### config.mk
export PLATFORM = sky130hd
export DESIGN_NAME = player_hit_controller_flat
export DESIGN_NICKNAME = d
export VERILOG_FILES = /design/src/rtl/player_hit_if.sv /design/src/rtl/player_hit_controller.sv /design/src/flat_wrapper.sv
export SDC_FILE = /design/constraint.sdc
export NUM_CORES = 1
export LEC_CHECK = 0
export CAP_MARGIN = 30
export CELL_PAD_IN_SITES_DETAIL_PLACEMENT = 1
export CELL_PAD_IN_SITES_GLOBAL_PLACEMENT = 1
export CORE_ASPECT_RATIO = 0.5
export CORE_MARGIN = 3
export CORE_UTILIZATION = 53
export CTS_BUF_LIST = sky130_fd_sc_hd__clkbuf_4
export DETAILED_ROUTE_END_ITERATION = 8
export DONT_BUFFER_PORTS = 1
export PLACE_DENSITY = 0.95
export SLEW_MARGIN = 5
export SYNTH_ARGS = -nofsm -noshare
export SYNTH_HDL_FRONTEND = slang
export SYNTH_SLANG_ARGS = --single-unit
### constraint.sdc
create_clock -name clk -period 4.95 [get_ports clk]
set_clock_uncertainty 0.1 [all_clocks]
set_input_delay 0.495 -clock clk [delete_from_list [all_inputs] [get_ports clk]]
set_output_delay 0.495 -clock clk [all_outputs]
set_load 0.02 [all_outputs]
### src/rtl/player_hit_if.sv
// Bundle between the frame/collision logic and the player hit controller.
// frame_tick and restart are single-cycle pulses and is_trigger_player is a level; all are sampled on clk.
interface player_hit_if;
  logic       frame_tick;
  logic       is_trigger_player;
  logic       restart;
  logic [6:0] hp;
  logic       hp_dec_pulse;
  logic       player_visible;
  logic       flash_active;
  logic       invuln;
  logic       game_over;
  logic [1:0] state_dbg;

  modport master (
    output frame_tick,
    output is_trigger_player,
    output restart,
    input  hp,
    input  hp_dec_pulse,
    input  player_visible,
    input  flash_active,
    input  invuln,
    input  game_over,
    input  state_dbg
  );

  modport slave (
    input  frame_tick,
    input  is_trigger_player,
    input  restart,
    output hp,
    output hp_dec_pulse,
    output player_visible,
    output flash_active,
    output invuln,
    output game_over,
    output state_dbg
  );
endinterface

### src/rtl/player_hit_controller.sv
// Frame-synchronous player hit controller: HP, invulnerability window, blink and damage flash.
// Every state change lands on frame_tick so renderer-facing outputs are stable across a frame.
module player_hit_controller #(
  parameter int HP_MAX        = 92,
  parameter int DAMAGE        = 1,
  parameter int INVULN_FRAMES = 30,
  parameter int BLINK_PERIOD  = 4,
  parameter int FLASH_FRAMES  = 2
) (
  input logic         clk,
  input logic         reset,
  player_hit_if.slave bus
);

  typedef enum logic [1:0] {
    ST_ALIVE  = 2'd0,
    ST_INVULN = 2'd1,
    ST_DEAD   = 2'd2
  } state_e;

  localparam logic [6:0] HP_INIT    = 7'(HP_MAX);
  localparam logic [6:0] DMG        = 7'(DAMAGE);
  localparam logic [7:0] INV_LOAD   = 8'(INVULN_FRAMES - 1);
  localparam logic [7:0] BLINK_LOAD = 8'(BLINK_PERIOD - 1);
  localparam logic [7:0] FLASH_LOAD = 8'(FLASH_FRAMES);

  state_e     state_q, state_d;
  logic [6:0] hp_q, hp_d;
  logic       hit_pending_q, hit_pending_d;
  logic [7:0] inv_cnt_q, inv_cnt_d;
  logic [7:0] blink_cnt_q, blink_cnt_d;
  logic [7:0] flash_cnt_q, flash_cnt_d;
  logic       visible_q, visible_d;
  logic       pulse_q, pulse_d;
  logic       flash_active_q, flash_active_d;

  logic       frame_hit;
  logic [6:0] hp_after_hit;

  // A hit seen anywhere in the frame, or only on the tick cycle itself, counts once.
  assign frame_hit    = hit_pending_q | (bus.is_trigger_player & bus.frame_tick);
  assign hp_after_hit = (hp_q > DMG) ? (hp_q - DMG) : 7'd0;

  always_comb begin
    state_d       = state_q;
    hp_d          = hp_q;
    hit_pending_d = hit_pending_q;
    inv_cnt_d     = inv_cnt_q;
    blink_cnt_d   = blink_cnt_q;
    flash_cnt_d   = flash_cnt_q;
    visible_d     = visible_q;
    pulse_d       = 1'b0;

    if (bus.restart) begin
      state_d       = ST_ALIVE;
      hp_d          = HP_INIT;
      hit_pending_d = 1'b0;
      inv_cnt_d     = 8'd0;
      blink_cnt_d   = 8'd0;
      flash_cnt_d   = 8'd0;
      visible_d     = 1'b1;
    end else begin
      if (bus.frame_tick && (flash_cnt_q != 8'd0)) begin
        flash_cnt_d = flash_cnt_q - 8'd1;
      end

      if (bus.frame_tick) begin
        hit_pending_d = 1'b0;
      end else if ((state_q == ST_ALIVE) && bus.is_trigger_player) begin
        hit_pending_d = 1'b1;
      end

      case (state_q)
        ST_ALIVE: begin
          if (bus.frame_tick && frame_hit) begin
            hp_d        = hp_after_hit;
            pulse_d     = 1'b1;
            flash_cnt_d = FLASH_LOAD;
            visible_d   = 1'b0;
            if (hp_after_hit == 7'd0) begin
              state_d = ST_DEAD;
            end else begin
              state_d     = ST_INVULN;
              inv_cnt_d   = INV_LOAD;
              blink_cnt_d = BLINK_LOAD;
            end
          end
        end

        ST_INVULN: begin
          if (bus.frame_tick) begin
            if (inv_cnt_q == 8'd0) begin
              state_d   = ST_ALIVE;
              visible_d = 1'b1;
            end else begin
              inv_cnt_d = inv_cnt_q - 8'd1;
              if (blink_cnt_q == 8'd0) begin
                visible_d   = ~visible_q;
                blink_cnt_d = BLINK_LOAD;
              end else begin
                blink_cnt_d = blink_cnt_q - 8'd1;
              end
            end
          end
        end

        ST_DEAD: begin
          visible_d = 1'b0;
        end

        default: begin
          state_d = ST_ALIVE;
        end
      endcase
    end

    flash_active_d = (flash_cnt_d != 8'd0);
  end

  always_ff @(posedge clk) begin
    if (!reset) begin
      state_q        <= ST_ALIVE;
      hp_q           <= HP_INIT;
      hit_pending_q  <= 1'b0;
      inv_cnt_q      <= 8'd0;
      blink_cnt_q    <= 8'd0;
      flash_cnt_q    <= 8'd0;
      visible_q      <= 1'b1;
      pulse_q        <= 1'b0;
      flash_active_q <= 1'b0;
    end else begin
      state_q        <= state_d;
      hp_q           <= hp_d;
      hit_pending_q  <= hit_pending_d;
      inv_cnt_q      <= inv_cnt_d;
      blink_cnt_q    <= blink_cnt_d;
      flash_cnt_q    <= flash_cnt_d;
      visible_q      <= visible_d;
      pulse_q        <= pulse_d;
      flash_active_q <= flash_active_d;
    end
  end

  assign bus.hp             = hp_q;
  assign bus.hp_dec_pulse   = pulse_q;
  assign bus.player_visible = visible_q;
  assign bus.flash_active   = flash_active_q;
  assign bus.invuln         = (state_q == ST_INVULN);
  assign bus.game_over      = (state_q == ST_DEAD);
  assign bus.state_dbg      = state_q;

endmodule

### src/flat_wrapper.sv
// flat-port wrapper written by rule: the top's interface ports become plain ports
module player_hit_controller_flat 
#(
  parameter int HP_MAX        = 92,
  parameter int DAMAGE        = 1,
  parameter int INVULN_FRAMES = 30,
  parameter int BLINK_PERIOD  = 4,
  parameter int FLASH_FRAMES  = 2
)
  (clk, reset, bus_frame_tick, bus_is_trigger_player, bus_restart, bus_hp, bus_hp_dec_pulse, bus_player_visible, bus_flash_active, bus_invuln, bus_game_over, bus_state_dbg);
  player_hit_if bus_i ();
  input logic clk;
  input logic reset;
  input wire logic [$bits(bus_i.frame_tick)-1:0] bus_frame_tick;
  input wire logic [$bits(bus_i.is_trigger_player)-1:0] bus_is_trigger_player;
  input wire logic [$bits(bus_i.restart)-1:0] bus_restart;
  output wire logic [$bits(bus_i.hp)-1:0] bus_hp;
  output wire logic [$bits(bus_i.hp_dec_pulse)-1:0] bus_hp_dec_pulse;
  output wire logic [$bits(bus_i.player_visible)-1:0] bus_player_visible;
  output wire logic [$bits(bus_i.flash_active)-1:0] bus_flash_active;
  output wire logic [$bits(bus_i.invuln)-1:0] bus_invuln;
  output wire logic [$bits(bus_i.game_over)-1:0] bus_game_over;
  output wire logic [$bits(bus_i.state_dbg)-1:0] bus_state_dbg;
  assign bus_i.frame_tick = bus_frame_tick;
  assign bus_i.is_trigger_player = bus_is_trigger_player;
  assign bus_i.restart = bus_restart;
  assign bus_hp = bus_i.hp;
  assign bus_hp_dec_pulse = bus_i.hp_dec_pulse;
  assign bus_player_visible = bus_i.player_visible;
  assign bus_flash_active = bus_i.flash_active;
  assign bus_invuln = bus_i.invuln;
  assign bus_game_over = bus_i.game_over;
  assign bus_state_dbg = bus_i.state_dbg;
  player_hit_controller #(.HP_MAX(HP_MAX), .DAMAGE(DAMAGE), .INVULN_FRAMES(INVULN_FRAMES), .BLINK_PERIOD(BLINK_PERIOD), .FLASH_FRAMES(FLASH_FRAMES)) u_core (.clk(clk), .reset(reset), .bus(bus_i));
endmodule
==> results.py <==
metrics = {
    "outcome": {
        "outcome": "finished clean",
    },
    "setup_path": {
        "rrSetupSlack_ps": 2290,
        "path_max_fanout": 8,
        "timing.rr.start": "u_core.bus.hp[0]$_SDFFE_PP0P_",
        "required_ps": 5110,
        "cp.arrival_ps": 2820,
        "cp-startpoint": "u_core.bus.hp[0]$_SDFFE_PP0P_",
        "crit_path_end_kind": "flop",
        "path_class": "reg -> reg",
        "start_kind": "flop",
    },
    "pwr": {
        "power.leakage_nw": 0.752,
        "powerDensity_nw_per_um2": 266,
        "peakVddDrop_mv": 0.102,
    },
    "floorplan": {
        "start_util": 0.583,
        "dieArea_um2": 4830,
        "core_area_um2": 3620,
        "pin_count": 19,
        "die_x_um": 95.3,
        "rows": 15,
        "die_h_um": 50.7,
    },
    "layout": {
        "seqCellArea_um2": 741,
        "nNetsFinal": 266,
        "utilization": 0.604,
        "final_area_um2": 2190,
        "multi_input_area_um2": 1270,
        "area_growth_pct": 3.55,
        "antenna_cells": 0,
        "fillers": 455,
        "final_layout_size_suffix_gt1_frac": 0.0748,
    },
    "timing": {
        "maxSlewHeadroom": 0.439,
        "whs_ps": 98.8,
        "final-hold-violation-count": 0,
        "timing.setup.tns_ps": 0,
        "tightestPinTransition_ps": 837,
        "post-route-period-util": 0.538,
        "max_freq_mhz": 375,
        "slew_viol_final": 0,
        "period_needed_ps": 2660,
        "setup_viol": 0,
        "rsz0062_at_grt": "no",
    },
    "cts": {
        "htreeDepth": 2,
        "cts_setup_buffers": 0,
        "cts_buffers": 5,
        "cts_tree": "yes",
        "clockRootBuffer": "clkbuf_4",
        "clock-sinks": 37,
        "clk-insertion-delay-late_ps": 350,
        "cts_buffer_depth": 2,
        "clkTransAtPathRegs_ps": 120,
        "cts_resized": 0,
        "hold_buffers": 0,
    },
    "synth": {
        "syn-num-nets": 269,
        "synth_ff_type": "dfxtp_1",
        "syn_inst": 256,
        "synth_cell_types": 55,
        "ys_ff_latch": 37,
        "ys_warn_count": 0,
        "syn_area_um2": 2110,
        "synthArstFlopShare": 0,
        "seq_area_frac_synth": 0.351,
        "avgSynthCellArea_um2": 8.25,
        "synth-edff-count": 0,
    },
    "routing": {
        "final_antenna_net_count": 0,
        "drc": 0,
        "drt_iter0_drc": 112,
        "via_per_inst": 6.78,
        "vias": 2068,
        "dr.pass1.iters": 5,
        "routed_wl_um": 6180,
        "post_drt_wl_per_cell_um": 20.3,
    },
    "global_routing": {
        "antenna_found_initial": 0,
        "track_usage": 0.288,
        "grt_pass1_wl_um": 10800,
        "grt_pass1_vias": 2201,
        "grt.overflow.total": 0,
        "grt_max_degree": 27,
    },
    "worst_hold_path": {
        "worst_hold_startpoint": "bus_frame_tick",
        "min_path_type": "in -> reg",
    },
    "run": {
        "max_cap_violations": 0,
    },
    "placement": {
        "placed_area_um2": 2130,
        "dpl.hpwl_um": 4480,
        "port_buffers": 0,
        "routabilityCongestion": 0.876,
    },
}
layout make-up:
class,instances,area share
clock buffers,8,0.0274
multi-input cells,195,0.579
inverters,13,0.0223
well taps,51,0.0292
flip-flops and latches,37,0.338
repair buffers,1,0.00343
synthesized netlist by cell type, drive strengths merged (3+ instances only):
cell type  number  area [µm²]
clkbuf          9        33.8
nor3           16        80.1
nand3           9        45.0
o21a            3        22.5
inv            12        45.0
a31o            4        35.0
nand2           9        33.8
ha              8         100
or3             6        37.5
dfxtp          37         741
a31oi           6        37.5
a21oi          22         110
nor4            7        50.1
or4             6        48.8
nand2b          4        25.0
a211oi          6        50.1
nand4           3        18.8
or3b            3        26.3
o21ai          12        60.1
nor2           25        96.4
a311oi          7        61.3
o31ai           5        37.5
cell usage in the layout, fill, tap and decap left out, types with 3 or more instances in the layout:
cell type   n
dfxtp_1    37
nor2_1     24
a21oi_1    22
nor3_1     16
inv_1      11
nand2_1     9
nand3_1     9
o21ai_0     8
ha_1        8
clkbuf_4    8
a311oi_1    7
or3_1       6
nor4_1      6
a31oi_1     6
a211oi_1    5
or4_1       5
o31ai_1     5
nand2b_1    4
o21ai_1     4
nand4_1     3
or3b_1      3
o21a_1      3
worst max-delay path, cell delays in order (launching register included):
cell,delay [ps]
dfxtp_1,620
ha_1,230
o21ba_2,170
nor4_2,630
a211o_1,360
nor2_2,140
a311oi_1,310
layer usage:
| layer | up-vias | routed length, µm | GRT usage |
|---|---|---|---|
| met5 | - | 0 | 0 |
| met4 | 0 | 94 | 0.124 |
| met3 | 10 | 267 | 0.0584 |
| met2 | 42 | 3040 | 0.501 |
| met1 | 1038 | 2780 | 0.345 |
| li1 | 978 | - | - |
per-stage QoR:
| step | power [mW] | cells | setup slack [ps] |
|---|---|---|---|
| after floorplan | 0.389 | 256 | 2670 |
| after detailed placement | 0.409 | 297 | 2330 |
| after global placement | 0.402 | 297 | 2520 |
| after CTS | 0.584 | 305 | 2330 |
| final | 0.582 | 305 | 2290 |
| after global routing | 0.608 | 305 | 2090 |
report_power, final:
part / leakage, nW / switching (mW) / internal, mW
registers: 0.300 / 0.0128 / 0.305
logic: 0.415 / 0.0563 / 0.0307
clock network: 0.0368 / 0.104 / 0.0731
total: 0.752 / 0.173 / 0.409
kinds of logic after synthesis:
| group | synth area share |
|---|---|
| XOR/XNOR | 0.0124 |
| multiplexers | 0.00947 |
| flip-flops | 0.351 |
| AO/OA/AOI/OAI | 0.262 |
| adder cells (fa/ha/maj) | 0.0474 |
| AND/OR/NAND/NOR | 0.268 |
| buffers and inverters | 0.0497 |
worst paths after layout:
path                                             end  cells after the start
hold reg to reg     u_core.inv_cnt_q[3]$_SDFFE_PP0P_                      1
setup reg to reg  u_core.blink_cnt_q[7]$_SDFFE_PP0P_                      6
setup / recovery  u_core.blink_cnt_q[7]$_SDFFE_PP0P_                      6
hold / removal     u_core.hit_pending_q$_SDFFE_PP0P_                      1
state kept, by name, indices dropped and copies added, names as in the netlist:
signal / flops
u_core.blink_cnt_q: 8
u_core.bus.flash_active: 1
u_core.bus.hp: 7
u_core.bus.hp_dec_pulse: 1
u_core.bus.player_visible: 1
u_core.bus.state_dbg: 2
u_core.flash_cnt_q: 8
u_core.hit_pending_q: 1
u_core.inv_cnt_q: 8
No activity file was read; power rests on OpenSTA's default activity.
